==> src/rtl/sap_controller.sv <==
// SAP-1 controller-sequencer: one-hot T1..T6 ring counter with HLT freeze,
// decoded into the active-high/active-low control word for the datapath.
module sap_controller #(
  parameter logic [3:0] OP_LDA = 4'b0000,
  parameter logic [3:0] OP_ADD = 4'b0001,
  parameter logic [3:0] OP_SUB = 4'b0010,
  parameter logic [3:0] OP_OUT = 4'b1110,
  parameter logic [3:0] OP_HLT = 4'b1111
) (
  input  logic       clock,
  input  logic       reset,
  input  logic [3:0] opcode,
  output logic [5:0] t_state,
  output logic       halted,
  output logic       Cp,
  output logic       Ep,
  output logic       Lm_n,
  output logic       CE_n,
  output logic       Li_n,
  output logic       Ei_n,
  output logic       La_n,
  output logic       Ea,
  output logic       Su,
  output logic       Eu,
  output logic       load_b,
  output logic       load_out
);

  typedef enum logic [5:0] {
    T1 = 6'b000001,
    T2 = 6'b000010,
    T3 = 6'b000100,
    T4 = 6'b001000,
    T5 = 6'b010000,
    T6 = 6'b100000
  } tstate_e;

  tstate_e state_r;
  logic    halted_r;

  logic cp_s, ep_s, lm_n_s, ce_n_s, li_n_s, ei_n_s;
  logic la_n_s, ea_s, su_s, eu_s, load_b_s, load_out_s;

  // Ring counter advance; HLT freezes the ring at T4 until reset.
  always_ff @(posedge clock) begin
    if (reset) begin
      state_r  <= T1;
      halted_r <= 1'b0;
    end else if (halted_r) begin
      state_r  <= state_r;
      halted_r <= 1'b1;
    end else begin
      halted_r <= 1'b0;
      case (state_r)
        T1: state_r <= T2;
        T2: state_r <= T3;
        T3: state_r <= T4;
        T4: begin
          if (opcode == OP_HLT) begin
            state_r  <= T4;
            halted_r <= 1'b1;
          end else begin
            state_r <= T5;
          end
        end
        T5: state_r <= T6;
        T6: state_r <= T1;
        default: state_r <= T1;
      endcase
    end
  end

  // Control word decode from T-state and opcode; inactive while halted.
  always_comb begin
    cp_s       = 1'b0;
    ep_s       = 1'b0;
    lm_n_s     = 1'b1;
    ce_n_s     = 1'b1;
    li_n_s     = 1'b1;
    ei_n_s     = 1'b1;
    la_n_s     = 1'b1;
    ea_s       = 1'b0;
    su_s       = 1'b0;
    eu_s       = 1'b0;
    load_b_s   = 1'b1;
    load_out_s = 1'b1;
    if (halted_r) begin
      cp_s = 1'b0;
    end else begin
      case (state_r)
        T1: begin
          ep_s   = 1'b1;
          lm_n_s = 1'b0;
        end
        T2: cp_s = 1'b1;
        T3: begin
          ce_n_s = 1'b0;
          li_n_s = 1'b0;
        end
        T4: begin
          case (opcode)
            OP_LDA, OP_ADD, OP_SUB: begin
              ei_n_s = 1'b0;
              lm_n_s = 1'b0;
            end
            OP_OUT: begin
              ea_s       = 1'b1;
              load_out_s = 1'b0;
            end
            default: cp_s = 1'b0;
          endcase
        end
        T5: begin
          case (opcode)
            OP_LDA: begin
              ce_n_s = 1'b0;
              la_n_s = 1'b0;
            end
            OP_ADD, OP_SUB: begin
              ce_n_s   = 1'b0;
              load_b_s = 1'b0;
            end
            default: cp_s = 1'b0;
          endcase
        end
        T6: begin
          case (opcode)
            OP_ADD: begin
              eu_s   = 1'b1;
              la_n_s = 1'b0;
            end
            OP_SUB: begin
              eu_s   = 1'b1;
              la_n_s = 1'b0;
              su_s   = 1'b1;
            end
            default: cp_s = 1'b0;
          endcase
        end
        default: cp_s = 1'b0;
      endcase
    end
  end

  assign t_state  = state_r;
  assign halted   = halted_r;
  assign Cp       = cp_s;
  assign Ep       = ep_s;
  assign Lm_n     = lm_n_s;
  assign CE_n     = ce_n_s;
  assign Li_n     = li_n_s;
  assign Ei_n     = ei_n_s;
  assign La_n     = la_n_s;
  assign Ea       = ea_s;
  assign Su       = su_s;
  assign Eu       = eu_s;
  assign load_b   = load_b_s;
  assign load_out = load_out_s;

  sap_controller_checker u_chk (
    .clock   (clock),
    .reset   (reset),
    .t_state (state_r),
    .halted  (halted_r),
    .Ep      (ep_s),
    .CE_n    (ce_n_s),
    .Ei_n    (ei_n_s),
    .Ea      (ea_s),
    .Eu      (eu_s)
  );

endmodule

// Invariant checker: single bus driver, one-hot ring, halt only at T4.
module sap_controller_checker (
  input logic       clock,
  input logic       reset,
  input logic [5:0] t_state,
  input logic       halted,
  input logic       Ep,
  input logic       CE_n,
  input logic       Ei_n,
  input logic       Ea,
  input logic       Eu
);

  // Sample invariants each edge outside reset.
  always_ff @(posedge clock) begin
    if (!reset) begin
      assert ($countones({Ep, ~CE_n, ~Ei_n, Ea, Eu}) <= 1)
        else $error("bus driven by more than one source");
      assert ($onehot(t_state))
        else $error("t_state not one-hot");
      assert (!halted || (t_state == 6'b001000))
        else $error("halted outside T4");
    end
  end

endmodule

==> config.mk <==
export PLATFORM = sky130hd
export DESIGN_NAME = sap_controller
export DESIGN_NICKNAME = d
export VERILOG_FILES = /design/src/rtl/sap_controller.sv
export SDC_FILE = /design/constraint.sdc
export NUM_CORES = 1
export LEC_CHECK = 0
export CAP_MARGIN = 20
export CORE_MARGIN = 1.5
export CORE_UTILIZATION = 41
export DETAILED_ROUTE_END_ITERATION = 10
export PLACE_DENSITY = 0.78
export SETUP_SLACK_MARGIN = 0.02
export SYNTH_ARGS = -nofsm -noshare
export SYNTH_HDL_FRONTEND = slang
export SYNTH_SLANG_ARGS = --single-unit
==> constraint.sdc <==
create_clock -name clock -period 2.35 [get_ports clock]
set_input_delay 0.705 -clock clock [delete_from_list [all_inputs] [get_ports clock]]
set_output_delay 0.705 -clock clock [all_outputs]
set_load 0.02 [all_outputs]
== Yosys cells after proc, flatten, opt, wreduce, memory -nomap -nowiden ==
Index checks and enable logic that the tools add are counted.

* Register bits: 7
* Output and inout bits: 19
* Logic and storage cells: 51

* Equality and inequality tests: 10
* Muxes and demuxes: 36
* Reductions and logical operators: 3

{| class="wikitable"
|+ Operator list
! kind !! count
|-
| $mux W1 || 31
|-
| $pmux W6 S5 || 1
|-
| $eq A4 B4 Y1 const B || 2
|-
| $eq A6 B1 Y1 const B || 1
|-
| $eq A6 B2 Y1 const B || 1
|-
| $eq A6 B3 Y1 const B || 1
|-
| $eq A6 B4 Y1 const B || 1
|-
| $eq A6 B5 Y1 const B || 1
|-
| $eq A6 B6 Y1 const B || 1
|-
| $pmux W1 S2 || 3
|-
| $mux W5 || 1
|-
| $eq A4 B1 Y1 const B || 1
|-
| $eq A4 B2 Y1 const B || 1
|-
| $logic_not A4 Y1 || 1
|-
| $reduce_or A3 Y1 || 1
|-
| $reduce_or A2 Y1 || 1
|}

== Depth between registers and ports, before layout ==
Gate-level depths: netlist (run 1).

* Depth after elaboration: 5
* Depth in mapped cells: 4
* Mapped depth without buffers: 3

== Least setup slack after synthesis (run 1) ==
No wires, ideal clock.

* Kind: input port to output port
* From: in opcode[1]
* To: out Su
* Arrival time: 1825 ps
* Setup slack: -180 ps
* Stages: 4
* Path through: clkbuf_1 nor2b_1 nand4_1 nor4_1

* Cells in the longest elaborated chain, start to end: 4

{| class="wikitable"
|+ Ends and longest elaborated chain
! what !! line !! text
|-
| from (decl) || 12 || <nowiki>input logic [3:0] opcode,</nowiki>
|-
| $eq A4 B2 Y1 || 127 || <nowiki>case (opcode)</nowiki>
|-
| $mux W1 || 127 ||
|-
| $mux W1 || 90 || <nowiki>case (state_r)</nowiki>
|-
| $mux W1 || 87 || <nowiki>if (halted_r) begin</nowiki>
|-
| to (decl) || 23 || <nowiki>output logic Su,</nowiki>
|}

Every way passes these cells.

== Final worst setup path (run 1) ==
* From: reg state_r[5], in the netlist t_state[5]
* To: out CE_n

* Cells in the longest elaborated chain, start to end: 3
* Elaborated cells on any way between the ends: 4

{| class="wikitable"
|+ Ends and longest elaborated chain
! what !! line !! text
|-
| from (decl) || 38 || <nowiki>tstate_e state_r;</nowiki>
|-
| from (signal assigned) || 50 || <nowiki>state_r <= state_r;</nowiki>
|-
| $eq A6 B5 Y1 / $eq A6 B3 Y1 (equally long branches) || 90 ||
|-
| $pmux W1 S2 * || 90 ||
|-
| $mux W1 * || 87 ||
|-
| to (decl) || 18 || <nowiki>output logic CE_n,</nowiki>
|}

Every way passes the cells marked *; elsewhere a longest branch is shown, timed or not.

==> results by group, run 1 <==
Outcome
  • Status: complete, no violations

Timing
  • RSZ-0062 raised after global routing: yes
  • Fin. max-slew vios: 0
  • Post-layout min period: 2.28 ns
  • Slew headroom: 80.2%
  • Final setup vio count: 0
  • Fin crit share: 97.2%
  • Final hold violations: 0
  • Peak Freq: 438 MHz
  • Clock Skews: 0.00212 ns
  • Worst-margin pin slew: 0.296 ns

Synthesis
  • Prevailing post-synth register cell: dfxtp_1
  • Yosys top cell by area: dfxtp_1
  • Top post-synthesis cells by area: dfxtp_1 24%, nor2_1 5.7%, nand3_1 5.1%
  • Gate Count Post-Synth: 81
  • Post-synth EDFFs: 0
  • Top cell type's share of synthesized area: 23.7%
  • Post-synthesis cell type count: 35
  • Cell area after synthesis: 592 um^2
  • Seq/Total Area, Yosys: 23.7%
  • Post-Syn Nets: 87
  • Most frequent cell after synthesis: nor2_1
  • Syn avg cell area: 7.31 um^2
  • FF+latch count, synth: 7
  • Post-synthesis async set-or-reset flop share: 0%
  • Ys Warns: 0
  • Synth cell count leaders: 9 x nor2_1, 7 x dfxtp_1, 6 x nand3_1

Finish
  • Area occupied by multi-input gates: 418 um^2
  • Filler cells: 109
  • Fin nets: 129
  • FF+latch area: 148 um^2
  • Share of cells above drive strength 1: 40.2%
  • Final core occ: 75.2%
  • Final Instance Count excl. Fillers: 137
  • Ant diodes: 0
  • Area Growth Syn to Fin: 67.4%
  • Layout Cell Area excl Fill: 991 um^2

Routing
  • Drt first pass iters: 4
  • DRT antenna net count: 0
  • Vias/cell: 5.69
  • Total wire length: 1.92 mm
  • Starting DRT DRC Count: 23
  • Avg WL per Cell: 14.0 um
  • DRC violations left: 0
  • Vias: 780

Setup path
  • Max incr delay on CP: 0.33 ns
  • CP max-delay cell: dfxtp_2
  • R2R Path End: t_state[3]
  • Cell Chain, Critical Path: buf_4, nor4_2, buf_4, nand3b_1, a21o_1, buf_4
  • Critical path launch point type: register
  • R2r worst-path depth: 6
  • Req. time, crit path: 1.64 ns
  • WS Path Type: register to primary output
  • Crit path DAT: 1.58 ns
  • Critical path endpoint category: primary output
  • Reg2Reg Setup Slack: 0.92 ns
  • RR Startpoint: t_state[5]
  • CP Max Fanout: 4
  • Critical path launch point: t_state[5]
  • CP dominant cell by count: buf_4

Min path
  • Tightest Hold Check Type: register to register
  • Worst Hold Depth: 2
  • Hold Path End: t_state[3]
  • Min-delay src: t_state[3]

Floorplanning
  • Starting density of the core: 44.9%
  • Num rows: 13
  • Core Region: 1320 um^2
  • Ports: 25
  • Die height: 41.0 um
  • Die area: 1680 um^2
  • Chip width: 41.0 um

Pwr
  • Pwr dens: 695 nW/um^2
  • Worst vdd ir: 0.376 mV
  • Post-layout power: 0.000688 W
  • Leakage: 0.417 nW

Global routing
  • Gr usage total: 25.4%
  • Vias in the first global route: 632
  • Initial antenna violation count: 0
  • Global route overflow: 0
  • First-pass GRT wire length: 2.75 mm
  • Largest net degree at the start of global routing: 13

Clock tree
  • Clock buffer depth: 2
  • Skew-Pair Late Insertion Delay: 0.26 ns
  • CTS tree: yes
  • Num CTS Buffers: 3
  • CTS H-tree depth: 1
  • Clock sinks: 7
  • Reg clk slew, reported paths: 0.05 ns
  • Clk root buf: clkbuf_4
  • CTS Hold Bufs: 0

Placed design
  • GP Congestion: 0.791
  • IO buf count: 24
  • Placed Cells: 132
  • Placed wire-length estimate: 1.40 mm
  • Placed Area: 968 um^2

Job
  • Max_cap viols: 0
-- metal layers --
layer  wire length [um]  track usage, %  vias to the layer above  share of wire (%)
met3                119            10.9                        0                6.2
li1                   -               -                      381                  -
met1                864            31.1                      366                 45
met2                932            41.8                       33                 49
met5                  0               0                        -                  0
met4                  0            3.33                        0                  0
-- worst max-delay path by stage --
stage,to,slack (ns)
after floorplan,Su,0.04
after global placement,CE_n,-0.77
after detailed placement,CE_n,-0.81
after CTS,Ei_n,0.03
after global routing,CE_n,-0.02
final,CE_n,0.07
-- repair_timing --
item                                    in CTS  in global routing
pin swaps                                    2                  7
endpoints found under the setup margin      12                 10
gates cloned                                 0                  0
resized for setup                           56                 14
setup buffers                                0                  1
-- cell type report --
| cell class | count | share of cell area (%) |
|---|---|---|
| Multi-Input combinational cell | 61 | 42.2 |
| Timing Repair Buffer | 46 | 36.9 |
| Sequential cell | 7 | 14.9 |
| Clock buffer | 4 | 2.65 |
| Tap cell | 15 | 1.89 |
| Inverter | 4 | 1.52 |
-- registers in the layout, indices dropped and copies added (netlist names) --
signal and cells:
t_state 6, halted 1
-- worst max-delay path: cells and delay by family, from the launching register on --
kind / cells / cell delay (ns)
AO/OA/AOI/OAI: 1 / 0.21
AND/OR/NAND/NOR: 2 / 0.32
flip-flops: 1 / 0.33
buffers and inverters: 3 / 0.45
-- metrics by stage --
stage	setup TNS, ns	hold slack (ns)	setup slack [ns]
after floorplan	0	0.601	0.0403
after global placement	-6.13	0.539	-0.770
after detailed placement	-6.32	0.538	-0.808
after CTS	0	0.552	0.0268
after global routing	-0.0196	0.545	-0.0196
final	0	0.520	0.0651
-- cells in the final DEF, fill, tap and decap left out, types with 3 or more instances in the layout --
master	count
a21oi_1	3
nor2b_1	4
clkbuf_4	3
clkdlybuf4s50_1	8
buf_4	23
dfxtp_2	3
nand2_1	5
nand4_1	4
buf_2	7
nor2_1	9
nand3_1	6
dfxtp_1	3
inv_1	4
-- report_power, final --
part	internal [W]	switching, W	total [W]
Combinational	0.000201	0.000203	0.000404
Sequential	0.000141	0.0000297	0.000171
Clock	0.0000651	0.0000487	0.000114
-- cell families after synthesis --
logic type,Yosys count,synth area share [%]
AO/OA/AOI/OAI,15,19.5
flip-flops,7,23.7
AND/OR/NAND/NOR,44,43.6
buffers and inverters,13,10.4
XOR/XNOR,2,2.96
Note: power is estimated with default switching activity, not from simulation.
==> inputs of run 2 (changes only) <==
--- a/config.mk
+++ b/config.mk
@@ -6,6 +6,7 @@
 export NUM_CORES = 1
 export LEC_CHECK = 0
 export CAP_MARGIN = 20
+export CORE_ASPECT_RATIO = 1.1
 export CORE_MARGIN = 1.5
 export CORE_UTILIZATION = 41
 export DETAILED_ROUTE_END_ITERATION = 10
==> results by group, run 2 (synthesis gave the netlist of run 1 again) <==
Routing
  • Avg WL per Cell: 13.7 um (-2.1%)
  • Vias: 767 (-1.7%)
  • DRT antenna net count: 0 (unchanged)
  • Drt first pass iters: 5 (+1)
  • Starting DRT DRC Count: 15 (-35%)
  • Vias/cell: 5.52 (-3.1%)
  • Total wire length: 1.91 mm (-0.63%)
  • DRC violations left: 0 (unchanged)

Min path
  • Min-delay src: t_state[5]
  • Worst Hold Depth: 3 (+1)
  • Hold Path End: t_state[2]
  • Tightest Hold Check Type: register to register

Setup path
  • Crit path DAT: 1.58 ns (about the same)
  • Req. time, crit path: 1.64 ns (about the same)
  • Critical path launch point: opcode[3]
  • Critical path endpoint category: primary output
  • R2R Path End: t_state[0]
  • CP Max Fanout: 4 (unchanged)
  • RR Startpoint: t_state[4]
  • Reg2Reg Setup Slack: 1.03 ns (+0.11 ns)
  • Critical path launch point type: input port
  • WS Path Type: input port to primary output
  • R2r worst-path depth: 5 (-1)

Timing
  • Fin. max-slew vios: 0 (unchanged)
  • RSZ-0062 raised after global routing: no
  • Post-route setup slack: 0.0637 ns (-0.00139 ns)
  • Fin crit share: 97.3% (about the same)
  • Clock Skews: 0.00535 ns (+0.00323 ns)
  • Slew headroom: 79.0% (-1.2 points)
  • Post-layout min period: 2.29 ns (+0.00139 ns)
  • Hold WS: 0.640 ns (+0.121 ns)
  • Worst-margin pin slew: 0.311 ns (+0.0142 ns)
  • Sum of negative setup slack: 0 ns (unchanged)
  • Peak Freq: 437 MHz (about the same)
  • Final hold violations: 0 (unchanged)
  • Final setup vio count: 0 (unchanged)

Clock tree
  • Skew-Pair Late Insertion Delay: 0.25 ns (about the same)
  • Clock sinks: 7 (unchanged)
  • Num CTS Buffers: 3 (unchanged)
  • Post-CTS Setup Bufs: 0 (unchanged)
  • Clk root buf: clkbuf_4
  • CTS H-tree depth: 1 (unchanged)
  • CTS tree: yes
  • Reg clk slew, reported paths: 0.06 ns (about the same)
  • Clock buffer depth: 2 (unchanged)

Finish
  • Max reg flops: 6 (unchanged)
  • Area Growth Syn to Fin: 66.2%
  • Share of cells above drive strength 1: 39.0% (-1.1 points)
  • Most common cell after layout, fill and taps aside: buf_4
  • Filler cells: 126 (+16%)
  • Fin nets: 130 (+0.78%)
  • Final Instance Count excl. Fillers: 139 (+1.5%)
  • Commonest cells after routing, fill and taps aside: 25 x buf_4, 9 x nor2_1, 8 x clkdlybuf4s50_1
  • Final core occ: 72.0% (-3.2 points)
  • Ant diodes: 0 (unchanged)

Global routing
  • Global route overflow: 0 (unchanged)
  • Largest net degree at the start of global routing: 20 (+7)
  • Initial antenna violation count: 0 (unchanged)
  • Vias in the first global route: 711 (+13%)
  • First-pass GRT wire length: 3.15 mm (+15%)
  • Gr usage total: 26.5% (+1.0 points)

Placed design
  • Placed wire-length estimate: 1.50 mm (+6.7%)
  • GP Congestion: 0.844 (+6.6%)
  • Pre-CTS WS: -0.806 ns (+0.00235 ns)
  • Placed Cells: 135 (+2.3%)
  • IO buf count: 24 (unchanged)

Pwr
  • Pwr dens: 685 nW/um^2 (-1.4%)
  • Leakage: 0.420 nW (+0.86%)
  • Switch share: 41.1% (+0.27 points)
  • Switching power: 0.000277 W (-1.5%)
  • Clock network fraction of design power: 16.5% (about the same)
  • Worst vdd ir: 0.454 mV (+21%)
  • Reg power frac: 24.1% (-0.7 points)
  • Comb pwr share: 59.4% (+0.8 points)
  • Internal Power: 0.000397 W (-2.6%)

Floorplanning
  • Ports: 25 (unchanged)
  • Chip width: 39.2 um (-4.3%)
  • Num rows: 14 (+1)
  • Core Region: 1370 um^2 (+3.7%)
  • Starting density of the core: 43.3% (-1.6 points)
  • Die area: 1680 um^2 (about the same)
  • Die height: 42.8 um (+4.5%)

Job
  • Max_cap viols: 0 (unchanged)

Outcome
  • Status: complete, no violations
[run 2: through the flow]
step / instance area, um^2 / total power, W
after CTS: 992 / 0.000681
after detailed placement: 985 / 0.000586
after global placement: 985 / 0.000579
after global routing: 983 / 0.000717
after floorplan: 598 / 0.000390
final: 983 / 0.000674
[run 2: repair_timing]
| action | CTS | global route |
|---|---|---|
| hold buffers | 0 | 0 |
| setup endpoints to repair | 12 | 11 |
| gates resized for setup | 51 | 13 |
| pin swaps | 5 | 6 |
[run 2: worst max path at each step]
stage	to	slack, ns	cells after the start
2_1_floorplan	Su	0.04	4
3_3_place_gp	CE_n	-0.77	5
3_5_place_dp	CE_n	-0.81	5
4_1_cts	CE_n	0.02	5
5_1_grt	La_n	0.02	5
6_report	CE_n	0.06	5
[run 2: area by class of cell]
cell class,count,area [um^2],share of cell area [%]
well taps,16,20.0,2.04
inverters,4,15.0,1.53
flip-flops and latches,7,143,14.5
multi-input cells,61,422,42.9
repair buffers,47,358,36.4
clock buffers,4,26.3,2.67
[run 2: power by group through the flow]
stage	sequential [W]	combinational, W	clock (W)
after global routing	0.000164	0.000432	0.000120
final	0.000162	0.000400	0.000111
after floorplan	0.000166	0.000224	0
after CTS	0.000161	0.000403	0.000117
after detailed placement	0.000164	0.000422	0
after global placement	0.000163	0.000416	0
[run 2: worst max-delay path, stage by stage]
cell	delay, ns
clkdlybuf4s15_2	0.23
a211oi_2	0.18
nand3_1	0.12
a21o_1	0.19
buf_4	0.15
[run 2: per-layer routing]
layer / vias up / routed length, um / part of all wire (%) / GRT usage [%]
met5: - / 0 / 0 / 0
met4: 0 / 10 / 0.52 / 4.14
met3: 2 / 53 / 2.8 / 7.85
met2: 15 / 942 / 49 / 43.7
met1: 367 / 898 / 47 / 33.8
li1: 383 / - / - / -
==> inputs of run 3 (changes only) <==
--- a/config.mk
+++ b/config.mk
@@ -9,6 +9,7 @@
 export CORE_ASPECT_RATIO = 1.1
 export CORE_MARGIN = 1.5
 export CORE_UTILIZATION = 41
+export CTS_CLUSTER_SIZE = 14
 export DETAILED_ROUTE_END_ITERATION = 10
 export PLACE_DENSITY = 0.78
 export SETUP_SLACK_MARGIN = 0.02
==> results of run 3 <==
Same layout as run 2: the final DEF is identical, and so are final timing and power.
